**config.mk**
```make
export PLATFORM = sky130hd
export DESIGN_NAME = ps2_host_tx
export DESIGN_NICKNAME = d
export VERILOG_FILES = /design/src/rtl/ps2_pkg.sv /design/src/rtl/ps2_sync.sv /design/src/rtl/ps2_host_tx.sv
export SDC_FILE = /design/constraint.sdc
export NUM_CORES = 1
export LEC_CHECK = 0
export ABC_CLOCK_PERIOD_IN_PS = 5800
export BUFFER_PORTS_ARGS = -buffer_cell sky130_fd_sc_hd__buf_2
export CAP_MARGIN = 5
export CORE_MARGIN = 2
export CORE_UTILIZATION = 45
export CTS_BUF_LIST = sky130_fd_sc_hd__clkbuf_4
export CTS_CLUSTER_DIAMETER = 120
export DETAILED_ROUTE_END_ITERATION = 6
export GPL_ROUTABILITY_DRIVEN = 0
export PLACE_DENSITY = 0.77
export SYNTH_ARGS = -nofsm -noshare
export SYNTH_HDL_FRONTEND = slang
export SYNTH_HIERARCHICAL = 1
export SYNTH_SLANG_ARGS = --single-unit
```
**constraint.sdc**
```tcl
create_clock -name clk -period 5.8 [get_ports clk]
set_input_delay 0.87 -clock clk [delete_from_list [all_inputs] [get_ports clk]]
set_output_delay 0.87 -clock clk [all_outputs]
set_load 0.03 [all_outputs]
```
**src/rtl/ps2_pkg.sv**
```systemverilog
// Shared PS/2 definitions: host FSM state encoding, default timing
// parameters and the frame parity helper. The receiver imports this too.
package ps2_pkg;

   // 100 us of clock inhibit at 50 MHz before the host requests to send.
   localparam int PS2_INHIBIT_CYC = 5000;
   // 20 ms at 50 MHz from clock release until the bus must be idle again.
   localparam int PS2_TIMEOUT_CYC = 1000000;
   // Data byte plus odd parity, shifted out LSB first.
   localparam int PS2_FRAME_BITS  = 9;

   typedef enum logic [2:0] {
      IDLE      = 3'd0,
      INHIBIT   = 3'd1,
      REQ       = 3'd2,
      SEND      = 3'd3,
      ACK       = 3'd4,
      WAIT_IDLE = 3'd5
   } ps2_state_t;

   // Odd parity: the bit that makes the total count of ones odd.
   function automatic logic odd_parity(input logic [7:0] b);
      return ~^b;
   endfunction

endpackage

```
**src/rtl/ps2_sync.sv**
```systemverilog
// Two-flop synchronizer plus falling-edge detector for W raw PS/2 lines.
// Lines idle high, so every stage resets to 1 to avoid a false edge.
module ps2_sync #(
   parameter int W = 2
) (
   input  logic         clk,
   input  logic         rst,
   input  logic [W-1:0] raw,
   output logic [W-1:0] sync,
   output logic [W-1:0] fe
);

   genvar gi;
   generate
      for (gi = 0; gi < W; gi++) begin : g_ch
         logic meta_reg;
         logic sync_reg;
         logic prev_reg;

         // Two metastability stages, then one more stage to remember the previous value.
         always_ff @(posedge clk) begin
            if (rst) begin
               meta_reg <= 1'b1;
               sync_reg <= 1'b1;
               prev_reg <= 1'b1;
            end else begin
               meta_reg <= raw[gi];
               sync_reg <= meta_reg;
               prev_reg <= sync_reg;
            end
         end

         assign sync[gi] = sync_reg;
         assign fe[gi]   = prev_reg & ~sync_reg;
      end
   endgenerate

endmodule

```
**src/rtl/ps2_host_tx.sv**
```systemverilog
// PS/2 host-to-device command transmitter. Inhibits the clock, asserts the
// start bit, then shifts {parity, din} out on device-generated falling edges,
// checks the device acknowledge and waits for the bus to return to idle.
// The pads are open drain: *_oe = 1 pulls the line low.
module ps2_host_tx
   import ps2_pkg::*;
#(
   parameter int INHIBIT_CYC = PS2_INHIBIT_CYC,
   parameter int TIMEOUT_CYC = PS2_TIMEOUT_CYC
) (
   input  logic        clk,
   input  logic        rst,
   input  logic        ps2_c,
   input  logic        ps2_d,
   output logic        ps2_c_oe,
   output logic        ps2_d_oe,
   input  logic        wr,
   input  logic [7:0]  din,
   output logic        busy,
   output logic [31:0] status
);

   localparam int TMO_W = $clog2(TIMEOUT_CYC + 1);
   localparam int INH_W = (INHIBIT_CYC > 1) ? $clog2(INHIBIT_CYC) : 1;
   localparam logic [TMO_W-1:0] TMO_LAST = TMO_W'(TIMEOUT_CYC);
   localparam logic [INH_W-1:0] INH_LAST = INH_W'(INHIBIT_CYC - 1);
   localparam logic [3:0]       LAST_DATA_FE = 4'(PS2_FRAME_BITS);

   ps2_state_t  state_reg, state_next;
   logic [INH_W-1:0] inh_cnt_reg, inh_cnt_next;
   logic [TMO_W-1:0] tmo_cnt_reg, tmo_cnt_next;
   logic [3:0]  bit_cnt_reg, bit_cnt_next;
   logic [PS2_FRAME_BITS-1:0] frame_reg, frame_next;
   logic        d_drive_reg, d_drive_next;
   logic        done_reg, done_next;
   logic        err_reg, err_next;

   logic [1:0]  sync_w;
   logic [1:0]  fe_w;
   logic        c_sync, d_sync, c_fe;
   logic        unused_d_fe;
   logic        tmo_active, tmo_hit;

   ps2_sync #(.W(2)) u_sync (
      .clk  (clk),
      .rst  (rst),
      .raw  ({ps2_d, ps2_c}),
      .sync (sync_w),
      .fe   (fe_w)
   );

   assign c_sync      = sync_w[0];
   assign d_sync      = sync_w[1];
   assign c_fe        = fe_w[0];
   // Only clock edges pace the transmitter; data edges are not needed here.
   assign unused_d_fe = fe_w[1];

   // The timeout window opens at clock release and covers every bus phase after it.
   assign tmo_active = (state_reg == REQ) || (state_reg == SEND) ||
                       (state_reg == ACK) || (state_reg == WAIT_IDLE);
   assign tmo_hit    = tmo_active && (tmo_cnt_reg == TMO_LAST);

   // State and datapath registers.
   always_ff @(posedge clk) begin
      if (rst) begin
         state_reg   <= IDLE;
         inh_cnt_reg <= '0;
         tmo_cnt_reg <= '0;
         bit_cnt_reg <= '0;
         frame_reg   <= '0;
         d_drive_reg <= 1'b0;
         done_reg    <= 1'b0;
         err_reg     <= 1'b0;
      end else begin
         state_reg   <= state_next;
         inh_cnt_reg <= inh_cnt_next;
         tmo_cnt_reg <= tmo_cnt_next;
         bit_cnt_reg <= bit_cnt_next;
         frame_reg   <= frame_next;
         d_drive_reg <= d_drive_next;
         done_reg    <= done_next;
         err_reg     <= err_next;
      end
   end

   // Next-state logic; a timeout overrides anything the bus did this cycle.
   always_comb begin
      state_next   = state_reg;
      inh_cnt_next = inh_cnt_reg;
      tmo_cnt_next = tmo_active ? tmo_cnt_reg + 1'b1 : '0;
      bit_cnt_next = bit_cnt_reg;
      frame_next   = frame_reg;
      d_drive_next = d_drive_reg;
      done_next    = done_reg;
      err_next     = err_reg;

      case (state_reg)
         IDLE: begin
            if (wr) begin
               frame_next   = {odd_parity(din), din};
               done_next    = 1'b0;
               err_next     = 1'b0;
               inh_cnt_next = '0;
               state_next   = INHIBIT;
            end
         end
         INHIBIT: begin
            if (inh_cnt_reg == INH_LAST) begin
               inh_cnt_next = '0;
               state_next   = REQ;
            end else begin
               inh_cnt_next = inh_cnt_reg + 1'b1;
            end
         end
         REQ: begin
            // Start bit stays asserted until the device's first falling edge.
            d_drive_next = 1'b1;
            bit_cnt_next = '0;
            state_next   = SEND;
         end
         SEND: begin
            if (c_fe) begin
               bit_cnt_next = bit_cnt_reg + 1'b1;
               if (bit_cnt_reg < LAST_DATA_FE) begin
                  d_drive_next = ~frame_reg[bit_cnt_reg];
               end else begin
                  // Tenth edge: release data so the device reads the stop bit as 1.
                  d_drive_next = 1'b0;
                  state_next   = ACK;
               end
            end
         end
         ACK: begin
            if (c_fe) begin
               if (d_sync) begin
                  err_next = 1'b1;
               end
               state_next = WAIT_IDLE;
            end
         end
         WAIT_IDLE: begin
            if (c_sync && d_sync) begin
               done_next  = 1'b1;
               state_next = IDLE;
            end
         end
         default: begin
            state_next = IDLE;
         end
      endcase

      if (tmo_hit) begin
         state_next   = IDLE;
         tmo_cnt_next = '0;
         bit_cnt_next = '0;
         d_drive_next = 1'b0;
         done_next    = 1'b1;
         err_next     = 1'b1;
      end
   end

   // Pad enables decode from registered state so they are glitch free.
   always_comb begin
      ps2_c_oe = (state_reg == INHIBIT);
      ps2_d_oe = ((state_reg == INHIBIT) && (inh_cnt_reg == INH_LAST)) ||
                 (state_reg == REQ) ||
                 ((state_reg == SEND) && d_drive_reg);
   end

   assign busy   = (state_reg != IDLE);
   assign status = {29'b0, err_reg, done_reg, busy};

endmodule

```
# ---- Word level (Yosys, flattened, before mapping)
# Cells that the tools add are included.
dict set report word_totals {
  register_bits 57
  input_bits 13
  output_inout_bits 35
  elab_cells 88
}
dict set report op_classes {
  addsub 3
  n_lt_le_gt_ge 2
  eq_ne 17
  muxes 25
  bitwise 4
  n_reduce_logical 24
}
# op n
set ops {}
lappend ops {{two-way mux 13 bit} 2}
lappend ops {{case mux 13 bit (2 select lines)} 1}
lappend ops {{adder 20 x 1 -> 20 bit (second input constant)} 1}
lappend ops {{== test 20 bit (second input constant)} 1}
lappend ops {{two-way mux 3 bit} 6}
lappend ops {{case mux 3 bit (6 select lines)} 1}
lappend ops {{adder 13 x 1 -> 13 bit (second input constant)} 1}
lappend ops {{== test 13 bit (second input constant)} 1}
lappend ops {{two-way mux 1 bit} 9}
lappend ops {{nonzero test 3 bit} 3}
lappend ops {{inequality test 2 bit (second input constant)} 4}
lappend ops {{case mux 4 bit (2 select lines)} 1}
lappend ops {{XNOR reduction 8 bit} 1}
lappend ops {{== test 3 x 2 -> 1 bit (second input constant)} 2}
lappend ops {{== test 3 bit (second input constant)} 2}
lappend ops {{inequality test 3 x 2 -> 1 bit (second input constant)} 2}
lappend ops {{inequality test 3 bit (second input constant)} 2}
lappend ops {{case mux 1 bit (2 select lines)} 3}
lappend ops {{AND reduction 2 bit} 3}
lappend ops {{AND reduction 6 bit} 1}
lappend ops {{logical OR 1 bit} 5}
lappend ops {{< comparator 4 x 5 -> 1 bit (second input constant)} 1}
lappend ops {{adder 4 x 1 -> 4 bit (second input constant)} 1}
lappend ops {{binary-select mux 1 bit (select 4 bit)} 1}
lappend ops {{13 further kinds} 20}

# ---- Longest topological paths before layout
dict set report depth {
  word_depth 7
  depth_mapped 7
  depth_no_buf 7
}

# ---- Hierarchy
# Netlist, hierarchy kept.
# module instances cells_per_inst area_per_inst_um2
set by_module_without_submodules {}
lappend by_module_without_submodules {ps2_host_tx 1 354 2889.0}
lappend by_module_without_submodules {ps2_sync 1 16 185.2}

# ---- Worst setup path after synthesis
# OpenSTA, ideal clock, no wires.
dict set report synth_path {
  path_type {flip-flop to output port}
  from {reg inh_cnt_reg[4]}
  to {out ps2_d_oe}
  arrival_ps 1808
  required_ps 4930
  path_slack_ps 3122
  stages_incl_launch_ff 5
  cell_sequence {dfxtp_1 or4_4 nor4_4 nand2_1 a21oi_1}
}
dict set report synth_between {
  elab_chain_len 4
}
# element line_no
set synth_rtl {}
lappend synth_rtl {{start, declared} ps2_host_tx.sv:30} ;# logic [INH_W-1:0] inh_cnt_reg, inh_cnt_next;
lappend synth_rtl {{start signal, assigned} ps2_host_tx.sv:76} ;# inh_cnt_reg <= inh_cnt_next;
lappend synth_rtl {{== test 13 bit} ps2_host_tx.sv:165} ;# ps2_d_oe = ((state_reg == INHIBIT) && (inh_cnt_reg == INH_LAST)) ||
lappend synth_rtl {{logical AND 1 bit} ps2_host_tx.sv:165}
lappend synth_rtl {{logical OR 1 bit} ps2_host_tx.sv:165}
lappend synth_rtl {{logical OR 1 bit} ps2_host_tx.sv:166} ;# (state_reg == REQ) ||
lappend synth_rtl {{end, declared} ps2_host_tx.sv:16} ;# output logic ps2_d_oe,
# No other way between the ends.

# ---- Final worst setup path
# Same ends and word-level chain as after synthesis.

==> metrics.cfg <==
[worst_setup_path]
cp-end-kind=output pin
critPathKind=reg2out
critical_path_peak_fanout=6
arrival_ns=2.27
worstSetupStartpointType=register
required_ns=4.93

[final_layout]
area_growth_pct=5.96
final_cell_count_no_fill=463
nets=399
drive_gt1_share_pct=12.2
largest_reg_flops=20
finish.utilization_pct=49.9
diodes=0

[clocking]
cts_buffers=9
worst_skew_pair.late_latency_ns=0.40
cts_tree=done
clockRootBuffer=clkbuf_4
htree_num_levels=3
clockBufferDepth=2
post_cts_buffers=0
path_clk_slew_ns=0.09
postCtsHoldBufs=0
cts_sinks=57
cts_resized=0

[yosys]
postSynthCellCount=367
yosys_warnings=6
netlist_area_mm2=0.00304
synth_area_per_cell_um2=8.29

[die]
boundaryPins=48
die_w_um=86.2
rows=29
initial_utilization_pct=47.1
die-area_mm2=0.00743
core_area_mm2=0.00646
dieHeight_um=86.2

[global_routing]
gr-total-overflow=0
grt_usage_pct=16.3
antenna_found_initial=0
grt_max_degree=26
grt_pass1_vias=2222
grt_pass1_wl_um=9760

[timing]
max_slew_margin_pct=50.8
hold_slack_ns=0.413
finalCriticalPeriod_ns=3.14
setup_viol=0
rsz0062_at_grt=no
worst_slew_pin_slew_ns=0.732
period_share_pct=54.2
final_hold_viol_count=0
finalSetupTns_ns=0
fin_skew_ns=0.0177
clock.fmax_mhz=318
drv_slew=0

[placed_design]
io_buffers=18
dp_hpwl_um=4020
dpl.cell_count=447

[route]
first_pass_iters=4
wl_per_cell_um=12.0
drc=0
drt_wl_total_um=5560
ant_nets=0
vias=2405
vias_per_cell=5.19
drtIter0Drc=127

[power]
power_mw=0.901
vdd_drop_max_mv=0.155
power_density_mw_per_mm2=279
p_leak_nw=1.18

[run_status]
outcome=finished, final reports clean

[job]
maxCapViolCount=0

[worst_hold_path]
min_path_type=reg2reg

[metrics by stage]
| step | cell area, µm² | worst slack, ns |
|---|---|---|
| after global routing | 3220 | 2.51 |
| after detailed placement | 3050 | 3.05 |
| after global placement | 3050 | 3.09 |
| after CTS | 3220 | 2.60 |
| final | 3220 | 2.66 |
| after floorplan | 3150 | 3.12 |
[critical path: stages (launching register included)]
cell and delay (ns):
dfxtp_1 0.36, or4_4 0.57, nor4_4 0.40, nand2_1 0.10, a21oi_1 0.20, buf_2 0.23
[power by group]
| group | internal, mW | switching (mW) | total, mW | leakage [nW] |
|---|---|---|---|---|
| Combinational | 0.0386 | 0.0887 | 0.127 | 0.616 |
| Clock | 0.215 | 0.142 | 0.357 | 0.0971 |
| Sequential | 0.403 | 0.0132 | 0.416 | 0.462 |
[worst paths after layout]
path | slack [ns] | cells after the start | startpoint | end
worst max-delay path | 2.66 | 5 | inh_cnt_reg[4]$_SDFFE_PP0P_ | ps2_d_oe
worst min-delay path | 0.41 | 1 | u_sync/g_ch[1].meta_reg$_SDFF_PP1_ | u_sync/g_ch[1].sync_reg$_SDFF_PP1_
worst max register to register | 3.55 | 6 | state_reg[0]$_SDFFE_PP0P_ | inh_cnt_reg[9]$_SDFFE_PP0P_
worst min register to register | 0.41 | 1 | u_sync/g_ch[1].meta_reg$_SDFF_PP1_ | u_sync/g_ch[1].sync_reg$_SDFF_PP1_
[metal layers]
metal  wire [µm]  vias to the layer above  track usage, %  part of all wire (%)
met4          50                        0            8.52                  0.90
met3         260                        4            3.14                   4.7
met1        2540                     1124            21.0                    46
li1            -                     1225               -                     -
met5           0                        -               0                     0
met2        2710                       52            26.0                    49
[cell type report]
cell class | instances | area, µm²
Sequential cell | 57 | 1140
Clock buffer | 9 | 67.6
Multi-Input combinational cell | 279 | 1660
Fill cell | 606 | 3240
Inverter | 15 | 56.3
Clock inverter | 7 | 109
Timing Repair Buffer | 19 | 97.6
Tap cell | 77 | 96.3
[cell usage in the layout, fill, tap and decap left out, types with 3 or more instances in the layout]
master / n
dfxtp_1: 57
nor2_1: 46
nand2_1: 35
conb_1: 29
a21oi_1: 21
xnor2_1: 20
buf_2: 18
nand3_1: 16
inv_1: 15
xor2_1: 14
nor3_1: 12
nand4_1: 9
clkbuf_4: 9
nor2b_1: 6
o21ai_0: 6
ha_1: 5
or2_1: 5
nand2b_1: 4
nor4b_1: 4
nor4_1: 4
nand3b_1: 3
a31oi_1: 3
and4_1: 3
bufinv_16: 3
clkinv_2: 3
(Power assumes the default switching activity.)
